==> src/rtl/cart_bus_sequencer_pkg.sv <==
// Shared cartridge-port types: buffer direction, sequencer states
// and the captured request bundle.
package pocket;

  localparam int CART_DATA_W = 8;
  localparam int CART_ADDR_W = 16;

  typedef enum logic {
    DIR_IN  = 1'b0,
    DIR_OUT = 1'b1
  } dir_e;

  typedef enum logic [1:0] {
    IDLE,
    SETUP,
    STROBE,
    TURN
  } cart_bus_state_e;

  typedef struct packed {
    logic                   write;
    logic [CART_ADDR_W-1:0] addr;
    logic [CART_DATA_W-1:0] wdata;
  } cart_bus_req_t;

  function automatic int max3(input int a, input int b, input int c);
    int m;
    m = (a > b) ? a : b;
    return (m > c) ? m : c;
  endfunction

endpackage

==> src/rtl/cart_bus_sequencer_sync.sv <==
// Two-flop synchronizer for the cartridge read data path.
// Used by cart_bus_sequencer only when CART_BUS_SYNC_EN is defined.
module cart_bus_sync #(
  parameter int WIDTH = 8
) (
  input  logic             clk,
  input  logic             reset,
  input  logic [WIDTH-1:0] d,
  output logic [WIDTH-1:0] q
);

  logic [WIDTH-1:0] meta;

  always_ff @(posedge clk or posedge reset) begin
    if (reset) begin
      meta <= '0;
      q    <= '0;
    end else begin
      meta <= d;
      q    <= meta;
    end
  end

endmodule

==> src/rtl/cart_bus_sequencer.sv <==
// Cartridge bus-cycle sequencer: setup, strobe, turnaround per request.
// Define CART_BUS_SYNC_EN to synchronize data_in and stretch read strobes.
module cart_bus_sequencer
  import pocket::*;
#(
  parameter int DATA_WIDTH    = CART_DATA_W,
  parameter int ADDR_WIDTH    = CART_ADDR_W,
  parameter int SETUP_CYCLES  = 2,
  parameter int STROBE_CYCLES = 4,
  parameter int TURN_CYCLES   = 1
) (
  input  logic                  clk,
  input  logic                  reset,
  input  logic                  req_valid,
  output logic                  req_ready,
  input  logic                  req_write,
  input  logic [ADDR_WIDTH-1:0] req_addr,
  input  logic [DATA_WIDTH-1:0] req_wdata,
  output logic                  rsp_valid,
  output logic [DATA_WIDTH-1:0] rsp_rdata,
  output logic [ADDR_WIDTH-1:0] bus_addr,
  output logic                  bus_rd,
  output logic                  bus_wr,
  output dir_e                  dir,
  output logic [DATA_WIDTH-1:0] data_out,
  input  logic [DATA_WIDTH-1:0] data_in,
  output logic                  busy
);

`ifdef CART_BUS_SYNC_EN
  localparam int SYNC_EXT = 2;
`else
  localparam int SYNC_EXT = 0;
`endif

  localparam int RD_CYCLES = STROBE_CYCLES + SYNC_EXT;
  localparam int CW =
    $clog2(max3(SETUP_CYCLES, RD_CYCLES, TURN_CYCLES) + 1);

  localparam logic [CW-1:0] SETUP_LD = CW'(SETUP_CYCLES - 1);
  localparam logic [CW-1:0] WR_LD    = CW'(STROBE_CYCLES - 1);
  localparam logic [CW-1:0] RD_LD    = CW'(RD_CYCLES - 1);
  localparam logic [CW-1:0] TURN_LD  = CW'(TURN_CYCLES - 1);

  cart_bus_state_e       state;
  logic [CW-1:0]         cnt;
  cart_bus_req_t         req_q;
  logic [DATA_WIDTH-1:0] sample;

`ifdef CART_BUS_SYNC_EN
  cart_bus_sync #(
    .WIDTH(DATA_WIDTH)
  ) u_sync (
    .clk  (clk),
    .reset(reset),
    .d    (data_in),
    .q    (sample)
  );
`else
  assign sample = data_in;
`endif

  // Address and write data come straight from the captured request.
  assign bus_addr = req_q.addr;
  assign data_out = req_q.wdata;

  always_ff @(posedge clk or posedge reset) begin
    if (reset) begin
      state     <= IDLE;
      cnt       <= '0;
      req_q     <= '0;
      req_ready <= 1'b1;
      rsp_valid <= 1'b0;
      rsp_rdata <= '0;
      bus_rd    <= 1'b0;
      bus_wr    <= 1'b0;
      dir       <= DIR_IN;
      busy      <= 1'b0;
    end else begin
      rsp_valid <= 1'b0;
      unique case (state)
        IDLE: begin
          if (req_valid) begin
            state       <= SETUP;
            cnt         <= SETUP_LD;
            req_q.write <= req_write;
            req_q.addr  <= req_addr;
            if (req_write) req_q.wdata <= req_wdata;
            dir         <= req_write ? DIR_OUT : DIR_IN;
            req_ready   <= 1'b0;
            busy        <= 1'b1;
          end
        end
        SETUP: begin
          if (cnt == '0) begin
            state  <= STROBE;
            cnt    <= req_q.write ? WR_LD : RD_LD;
            bus_wr <= req_q.write;
            bus_rd <= !req_q.write;
          end else begin
            cnt <= cnt - 1'b1;
          end
        end
        STROBE: begin
          if (cnt == '0) begin
            state  <= TURN;
            cnt    <= TURN_LD;
            bus_wr <= 1'b0;
            bus_rd <= 1'b0;
            dir    <= DIR_IN;
            if (!req_q.write) begin
              rsp_valid <= 1'b1;
              rsp_rdata <= sample;
            end
          end else begin
            cnt <= cnt - 1'b1;
          end
        end
        TURN: begin
          if (cnt == '0) begin
            state     <= IDLE;
            req_ready <= 1'b1;
            busy      <= 1'b0;
          end else begin
            cnt <= cnt - 1'b1;
          end
        end
        default: state <= IDLE;
      endcase
    end
  end

endmodule

==> config.mk <==
export PLATFORM = sky130hd
export DESIGN_NAME = cart_bus_sequencer
export DESIGN_NICKNAME = d
export VERILOG_FILES = /design/src/rtl/cart_bus_sequencer_pkg.sv /design/src/rtl/cart_bus_sequencer_sync.sv /design/src/rtl/cart_bus_sequencer.sv
export SDC_FILE = /design/constraint.sdc
export NUM_CORES = 1
export LEC_CHECK = 0
export ABC_AREA = 0
export ABC_CLOCK_PERIOD_IN_PS = 2000
export CAP_MARGIN = 5
export CORE_ASPECT_RATIO = 0.7
export CORE_UTILIZATION = 30
export CTS_CLUSTER_SIZE = 10
export DETAILED_ROUTE_END_ITERATION = 7
export DONT_BUFFER_PORTS = 1
export GPL_ROUTABILITY_DRIVEN = 0
export SETUP_SLACK_MARGIN = 0.1
export SLEW_MARGIN = 10
export SYNTH_ARGS = -nofsm -noshare
export SYNTH_HDL_FRONTEND = slang
export SYNTH_SLANG_ARGS = --single-unit
==> constraint.sdc <==
create_clock -name clk -period 2 [get_ports clk]
set_clock_uncertainty 0.2 [all_clocks]
set_input_delay 0.5 -clock clk [delete_from_list [all_inputs] [get_ports clk]]
set_output_delay 0.5 -clock clk [all_outputs]
set_load 0.02 [all_outputs]
# Yosys cells after proc, flatten, opt, wreduce, memory -nomap -nowiden
# Cells that the tools add are included.
# Widths: inputs -> output; s select.
dict set report totals {
  ff_bits 44
  in_bits 36
}
dict set report classes {
  addsub 1
  eq_ne 8
  muxes 26
  n_bitwise 1
  reduce_logical 14
}
# operator n
set ops {}
lappend ops {{$reduce_and 3->1} 5}
lappend ops {{$mux 3} 4}
lappend ops {{$pmux 3 s4} 1}
lappend ops {{$mux 1} 11}
lappend ops {{$ne 2x2->1 const B} 5}
lappend ops {{$pmux 1 s2} 5}
lappend ops {{$mux 2} 4}
lappend ops {{$pmux 2 s4} 1}
lappend ops {{$reduce_bool 2->1} 3}
lappend ops {{$eq 2x2->1 const B} 2}
lappend ops {{$reduce_and 2->1} 2}
lappend ops {{$reduce_and 4->1} 1}
lappend ops {{$logic_not 3->1} 1}
lappend ops {{$sub 3x1->3 const B} 1}
lappend ops {{$eq 2x1->1 const B} 1}
lappend ops {{$logic_not 2->1} 1}
lappend ops {{$logic_not 1->1} 1}
lappend ops {{$not 1->1} 1}

# Logic depth before layout (Yosys ltp)
# Gate-level depths: netlist (run 1).
dict set report logic_depth {
  ltp_word 3
  mapped_depth 7
  ltp_nobuf 6
}

# Least setup slack after synthesis (run 1)
# No wires, ideal clock.
dict set report synth_timing {
  path_type {register -> register}
  startpoint {register cnt[0]}
  endpoint {register rsp_rdata[0]}
  setup_ps 125
  arrival_time_ps 1463
  required_time_ps 1675
  setup_slack_ps 212
  stages_incl_launch_ff 8
  path_cell_list {dfrtp_1 > inv_1 > ha_1 > nand2b_4 > buf_6 > nor3b_2 > buf_6 > mux2_2}
}
dict set report synth_via {
  elab_chain_cells 2
}
# item line
set synth_rtl {}
lappend synth_rtl {{start: declaration} cart_bus_sequencer.sv:46} ;# logic [CW-1:0] cnt;
lappend synth_rtl {{start signal: assignment} cart_bus_sequencer.sv:97} ;# cnt <= req_q.write ? WR_LD : RD_LD;
lappend synth_rtl {{start signal: assignment} cart_bus_sequencer.sv:101} ;# cnt <= cnt - 1'b1;
lappend synth_rtl {{start signal: assignment} cart_bus_sequencer.sv:116} ;# cnt <= cnt - 1'b1;
lappend synth_rtl {{$logic_not 3->1} cart_bus_sequencer.sv:105} ;# if (cnt == '0) begin
lappend synth_rtl {{$reduce_and 3->1 (no line)} -}
lappend synth_rtl {{end signal: assignment} cart_bus_sequencer.sv:113} ;# rsp_rdata <= sample;
lappend synth_rtl {{end: declaration} cart_bus_sequencer.sv:20} ;# output logic [DATA_WIDTH-1:0] rsp_rdata,
# Every way passes these cells.
# A chain may end at the register's enable or synchronous reset.

# Worst setup path in the final report (run 1)
dict set report layout_timing {
  startpoint {register state[0]}
  endpoint {register rsp_rdata[2]}
}
dict set report layout_via {
  elab_chain_cells 2
}
# item line
set layout_rtl {}
lappend layout_rtl {{start: declaration} cart_bus_sequencer.sv:45} ;# cart_bus_state_e state;
lappend layout_rtl {{start signal: assignment} cart_bus_sequencer.sv:69} ;# state <= IDLE;
lappend layout_rtl {{start signal: assignment} cart_bus_sequencer.sv:84} ;# state <= SETUP;
lappend layout_rtl {{start signal: assignment} cart_bus_sequencer.sv:96} ;# state <= STROBE;
lappend layout_rtl {{$eq 2x2->1} cart_bus_sequencer.sv:81} ;# unique case (state)
lappend layout_rtl {{$reduce_and 3->1 (no line)} -}
# Every way passes these cells.

==> results of run 1 <==
layout make-up:
class                   count  area share (%)
flip-flops and latches     44            50.7
multi-input cells          82            33.4
inverters                   8            1.38
repair buffers             11            5.23
clock buffers               8            4.14
well taps                  91            5.23
report_power, final:
group          total [mW]  switching (mW)  internal, mW  leakage [nW]
Combinational        1.37           0.607         0.759         0.377
Sequential           2.12           0.776          1.34         0.529
Clock               0.558           0.276         0.282        0.0455
Total                4.04            1.66          2.38         0.951
worst max-delay path by stage:
stage | slack [ns] | startpoint | endpoint | cells past startpoint
4_1_cts | 0.16 | cnt[0] | rsp_rdata[6] | 6
6_report | 0.19 | state[0] | rsp_rdata[2] | 5
5_1_grt | 0.10 | state[0] | rsp_rdata[4] | 5
2_1_floorplan | 0.21 | cnt[0] | rsp_rdata[0] | 7
3_3_place_gp | 0.21 | cnt[0] | rsp_rdata[4] | 6
3_5_place_dp | 0.17 | cnt[0] | rsp_rdata[1] | 6
sequential cells by signal, indices dropped and copies added (netlist names):
| signal | count |
|---|---|
| bus_addr | 16 |
| cnt | 3 |
| bus_wr | 1 |
| rsp_valid | 1 |
| bus_rd | 1 |
| dir | 1 |
| rsp_rdata | 8 |
| data_out | 8 |
| req_q | 1 |
| state | 2 |
| req_ready | 1 |
| busy | 1 |
stage by stage:
stage | power, mW | util, % | hold slack [ns] | setup slack (ns) | cells
floorplan | 3.44 | - | 0.281 | 0.212 | 163
global placement | 3.39 | 31.7 | 0.198 | 0.208 | 233
detailed placement | 3.44 | 31.7 | 0.194 | 0.169 | 233
CTS | 4.02 | 33.2 | 0.147 | 0.160 | 242
global route | 4.35 | 33.9 | 0.141 | 0.103 | 244
finish | 4.04 | 33.9 | 0.158 | 0.195 | 244
kinds of logic after synthesis:
group | after synthesis
DFF | 44
buffers and inverters | 37
muxes | 33
and+or+nand+nor | 22
AOI/OAI and AO/OA | 21
adders and majority gates | 6
cell usage in the layout, fill, tap and decap left out, drive strengths merged, types with 2 or more instances in the layout:
cell    netlist  routed
and2b         2       2
buf          29      10
mux2         33      33
clkbuf        0       8
nand2         6       6
o21ai         6       6
dfrtp        43      43
nor2          7       7
a21oi         7       7
o22ai         2       2
nand3         2       2
nor3          2       2
inv           8       8
ha            6       6
worst register-to-register path, stage by stage (launching register included):
cell and delay [ns]:
sky130_fd_sc_hd__dfrtp_1 0.42, sky130_fd_sc_hd__inv_1 0.09, sky130_fd_sc_hd__ha_1 0.23, sky130_fd_sc_hd__nor3b_4 0.26, sky130_fd_sc_hd__buf_4 0.18, sky130_fd_sc_hd__mux2_2 0.32
what timing repair did:
item	4_1_cts	5_1_grt
hold endpoints to repair	17	0
setup buffers	0	1
hold buffers	1	0
setup endpoints to repair	0	9
resized for setup	0	6
per-layer routing:
layer	share of wire, %	vias to the layer above
li1	-	505
met1	47	561
met2	43	59
met3	9.6	2
met4	0.59	0
met5	0	-
==> impl_metrics.csv, run 1 <==
group,metric,value,unit
yosys,dominantRegCellSynth,"sky130_fd_sc_hd__dfrtp_1",
yosys,yosys_warnings,0,
floorplanning,core_area,0.00643,mm^2
layout,diode_insertion_count_for_antenna_repair,0,
clock_tree,tritoncts,"yes",
clock_tree,worst_setup_hold_path_clk_slew,0.08,ns
outcome,outcome,"completed",
worst_setup_path,worst-endpoint-required,1.98,ns
route,total_detailed_routing_wirelength,3.58,mm
floorplanning,initial_core_util,32.0,%
worst_setup_path,cp_top_family,"flip-flops",
global_routing,grt_pass1_vias,1186,
timing,tightest_slew,0.402,ns
yosys,synthDominantCellAreaShare,52.2,%
worst_setup_path,r2r_start,"state[0]",
floorplanning,dieArea,0.00721,mm^2
yosys,post_synth_num_cell_types,29,
yosys,synth_xor_area_share,0,%
timing,max_slew_margin,73.2,%
yosys,synth.cell_area,0.00206,mm^2
route,wl_per_cell,14.7,um
pwr,static-leakage-power,0.951,nW
worst_setup_path,timing.critical_path.to_type,"register",
global_routing,globalRouteTotalUtil,10.4,%
timing,fmax,0.554,GHz
yosys,synth_top_family_by_area,"multiplexers",
layout,multi_input_area,726,um^2
global_routing,grt_start_max_net_pins,28,
layout,final_design_area_no_fill,0.00218,mm^2
global_routing,grt_antenna_before_repair,0,
worst_setup_path,crit_buf_inv,2,
pwr,worst_ir_drop_vdd,0.601,mV
yosys,post_synth_inst_count,163,
worst_setup_path,timing.critical_path.arrival,1.78,ns
worst_setup_path,rr_worst_depth,5,
placed_design,buffer_ports.inserted,0,
layout,final.fill_count,652,
floorplanning,rows,24,
clock_tree,max-clock-path-buffers,2,
yosys,synth.largest_area_cell,"sky130_fd_sc_hd__dfrtp_1",
placed_design,placed_area,0.00204,mm^2
yosys,synth_seq_cells,44,
timing,final.min_clock_period,1.81,ns
yosys,synthesized_area_fraction_occupied_by_and_or_nand_nor_cells,6.32,%
yosys,yosysSeqAreaShare,53.5,%
worst_setup_path,maximum_cell_stage_delay_along_the_critical_path,0.42,ns
global_routing,busiest_layer,"met2",
floorplanning,floorplan.die.width,101,um
layout,final_net_count,194,
route,drtPass1Iterations,4,
route,drtAntennaViolNets,0,
placed_design,place_hpwl,2.57,mm
yosys,synth_most_common_cell,"sky130_fd_sc_hd__dfrtp_1",
worst_setup_path,cp-start-kind,"register",
clock_tree,tritoncts_num_sinks,44,
layout,area.sequential,0.00110,mm^2
yosys,synth-edff-count,0,
worst_hold_path,hold_crit_endpoint,"data_out[4]",
yosys,synthAdderAreaFrac,3.65,%
yosys,yosys-mux-area-fraction,18.0,%
layout,post_route_cells_drive_above_1_share,38.6,%
global_routing,grt.met3_usage,4.59,%
global_routing,gr-total-overflow,0,
worst_setup_path,ff2ff_setup_slack,0.19,ns
worst_hold_path,min_from,"req_wdata[4]",
worst_setup_path,timing.critical_path.cells,"inv_1 > ha_1 > nor3b_4 > buf_4 > mux2_2",
clock_tree,clockRootBuffer,"sky130_fd_sc_hd__clkbuf_8",
yosys,yosys-top-cells-area,"sky130_fd_sc_hd__dfrtp_1 52%, sky130_fd_sc_hd__mux2_2 18%, sky130_fd_sc_hd__buf_4 9.5%, sky130_fd_sc_hd__ha_1 3.6%, sky130_fd_sc_hd__a21oi_1 1.7%",
yosys,synth_area_per_cell,12.6,um^2
timing,report.final.slew_viol_count,0,
global_routing,met2_usage_in_global_routing,15.9,%
clock_tree,number_of_buffers_added_by_the_clock_tree_synthesis_step,5,
pwr,p_per_area,1860,mW/mm^2
timing,setup_repair_after_global_routing_missed_its_margin,"false",
timing,finalHoldViolations,0,
worst_setup_path,cp_max_fo,4,
global_routing,grt_pass1_wl,5.71,mm
yosys,synth_compound_area_share,6.20,%
route,detailedRoute.firstIterationViolations,30,
layout,areaGrowthSynthToFinish,5.65,%
floorplanning,die_h,71.3,um
worst_setup_path,crit_type,"reg2reg",
flow_run,maxCapViolations,0,
clock_tree,h-tree-depth,2,
worst_hold_path,min_path_type,"in2reg",
route,via_per_inst,4.62,
route,drc,0,
worst_setup_path,cpMaxStageDelayCell,"sky130_fd_sc_hd__dfrtp_1",
yosys,synthesis.nets,205,
timing,setup_total_negative_slack,0,ns
worst_setup_path,r2r-end,"rsp_rdata[2]",
timing,finalCritPeriodShare,90.3,%
timing,setup_viol,0,
yosys,async_flop_share,100,%
yosys,synth.cells.most_frequent,"43 x sky130_fd_sc_hd__dfrtp_1, 33 x sky130_fd_sc_hd__mux2_2, 26 x sky130_fd_sc_hd__buf_4",
clock_tree,clock_latency,0.28,ns
global_routing,grt.met1_usage,13.5,%
worst_hold_path,holdPathStages,1,
floorplanning,pin_count,74,
route,dr_total_vias,1127,
Power figures use the tool's default switching activity.
==> run 2, diff against run 1 <==
Settings changed: SLEW_MARGIN 10 to not set.
==> results of run 2 <==
No change in the layout: final DEF, timing and power equal those of run 1.
==> run 3, diff against run 2 <==
Settings changed: GPL_TIMING_DRIVEN set to 0.
==> impl_metrics.csv, run 3 (synthesis gave the netlist of run 1 again) <==
group,metric,value,unit
timing,final.min_clock_period,1.87,ns
worst_setup_path,timing.critical_path.arrival,1.84,ns
clock_tree,tritoncts,"yes",
layout,stdcell_count,274,
floorplanning,initial_core_util,32.0,%
floorplanning,pin_count,74,
worst_setup_path,maximum_cell_stage_delay_along_the_critical_path,0.40,ns
placed_design,placement.setup.worst_slack,0.0139,ns
global_routing,gr-total-overflow,0,
clock_tree,clock_latency,0.29,ns
global_routing,globalRouteTotalUtil,11.7,%
timing,tightest_slew,0.388,ns
layout,leading_cell_type_in_the_layout_fill_and_taps_excluded,"sky130_fd_sc_hd__dfrtp_1",
worst_hold_path,min_path_type,"in2reg",
clock_tree,clockRootBuffer,"sky130_fd_sc_hd__clkbuf_8",
placed_design,numPlacedInstances,255,
layout,areaGrowthSynthToFinish,17.7,%
timing,setup_ws,0.131,ns
floorplanning,core_area,0.00643,mm^2
placed_design,place_hpwl,2.77,mm
route,drc,0,
timing,setup_viol,0,
route,drtAntennaViolNets,0,
timing,finalHoldViolations,0,
worst_setup_path,timing.critical_path.cells,"inv_2 > ha_4 > nand2b_4 > buf_6 > nor3b_4 > buf_6 > mux2_2",
pwr,p_per_area,1880,mW/mm^2
floorplanning,die_h,71.3,um
route,wl_per_cell,14.4,um
timing,report.final.slew_viol_count,0,
worst_setup_path,cp-start-kind,"register",
timing,max_slew_margin,74.1,%
route,via_per_inst,4.43,
worst_setup_path,cp_max_fo,10,
worst_setup_path,timing.critical_path.to_type,"register",
layout,largest_reg_flops,16,
floorplanning,floorplan.die.width,101,um
timing,setup_repair_after_global_routing_missed_its_margin,"true",
route,detailedRoute.firstIterationViolations,26,
clock_tree,max-clock-path-buffers,2,
pwr,report.power.total,4.54,mW
pwr,static-leakage-power,1.10,nW
global_routing,grt_pass1_wl,6.33,mm
floorplanning,rows,24,
clock_tree,number_of_buffers_added_by_the_clock_tree_synthesis_step,5,
worst_setup_path,worst-endpoint-required,1.97,ns
global_routing,grt_pass1_vias,1263,
layout,final_net_count,224,
worst_setup_path,crit_top_cell,"sky130_fd_sc_hd__buf_6",
global_routing,grt_antenna_before_repair,0,
clock_tree,tritoncts_num_sinks,44,
worst_setup_path,cp_top_family,"flip-flops",
floorplanning,dieArea,0.00721,mm^2
timing,finalCritPeriodShare,93.5,%
worst_setup_path,crit_buf_inv,3,
pwr,worst_ir_drop_vdd,0.707,mV
placed_design,buffer_ports.inserted,0,
clock_tree,h-tree-depth,2,
timing,fmax,0.535,GHz
route,drtPass1Iterations,4,
placed_design,placed_area,0.00219,mm^2
worst_setup_path,cpMaxStageDelayCell,"sky130_fd_sc_hd__dfrtp_1",
route,dr_total_vias,1214,
worst_setup_path,crit_type,"reg2reg",
timing,setup_total_negative_slack,0,ns
layout,final_design_area_no_fill,0.00242,mm^2
clock_tree,worst_setup_hold_path_clk_slew,0.08,ns
layout,post_route_cells_drive_above_1_share,50.3,%
outcome,outcome,"completed",
layout,postLayoutCoreUtil,37.7,%
flow_run,maxCapViolations,0,
global_routing,grt_start_max_net_pins,29,
layout,diode_insertion_count_for_antenna_repair,0,
layout,commonest_cells_after_routing_fill_and_taps_aside,"43 x sky130_fd_sc_hd__dfrtp_1, 34 x sky130_fd_sc_hd__buf_4, 33 x sky130_fd_sc_hd__mux2_2, 6 x sky130_fd_sc_hd__nor2_1, 6 x sky130_fd_sc_hd__a21oi_1",
route,total_detailed_routing_wirelength,3.96,mm
timing,whs,0.155,ns
## run 3: where the power goes
group	internal [mW]	leakage (nW)	switching (mW)
sequential	1.34	0.529	0.422
clock	0.249	0.0395	0.285
combinational	1.15	0.527	1.10
## run 3: worst reg2reg max path: cells and delay by family (launching register included)
family / cells / cell delay, ns
and+or+nand+nor: 2 / 0.30
muxes: 1 / 0.33
buffers and inverters: 3 / 0.39
DFF: 1 / 0.40
adders and majority gates: 1 / 0.15
## run 3: layer usage
metal / part of all wire [%] / global-route usage [%] / up-vias
met1: 45 / 15.4 / 587
met2: 42 / 17.0 / 58
met3: 12 / 5.95 / 2
li1: - / - / 567
met5: 0 / 0 / -
met4: 0.61 / 3.38 / 0
## run 3: path summary, 6_finish.rpt
path | startpoint | to | slack [ns] | depth (start not counted)
max in group asynchronous | reset | cnt[2] | 0.66 | 3
setup / recovery | cnt[0] | rsp_rdata[5] | 0.13 | 7
setup reg to reg | cnt[0] | rsp_rdata[5] | 0.13 | 7
hold reg to reg | bus_addr[7] | bus_addr[7] | 0.31 | 1
min in group asynchronous | reset | bus_addr[12] | 0.46 | 2
hold / removal | req_wdata[0] | data_out[0] | 0.15 | 1
## run 3: what timing repair did
item,CTS,global route
hold endpoints to repair,15,0
gates resized for setup,14,5
setup endpoints to repair,17,20
pin swaps,2,2
hold buffers,1,0
buffers inserted,3,6
cloned,1,0
## run 3: final cells by class
class,instances,area (um^2)
Buffer,29,233
Clock buffer,8,80.1
Fill cell,659,4000
Inverter,8,30.0
Multi-Input combinational cell,82,756
Sequential cell,44,1100
Tap cell,91,114
Timing Repair Buffer,12,109
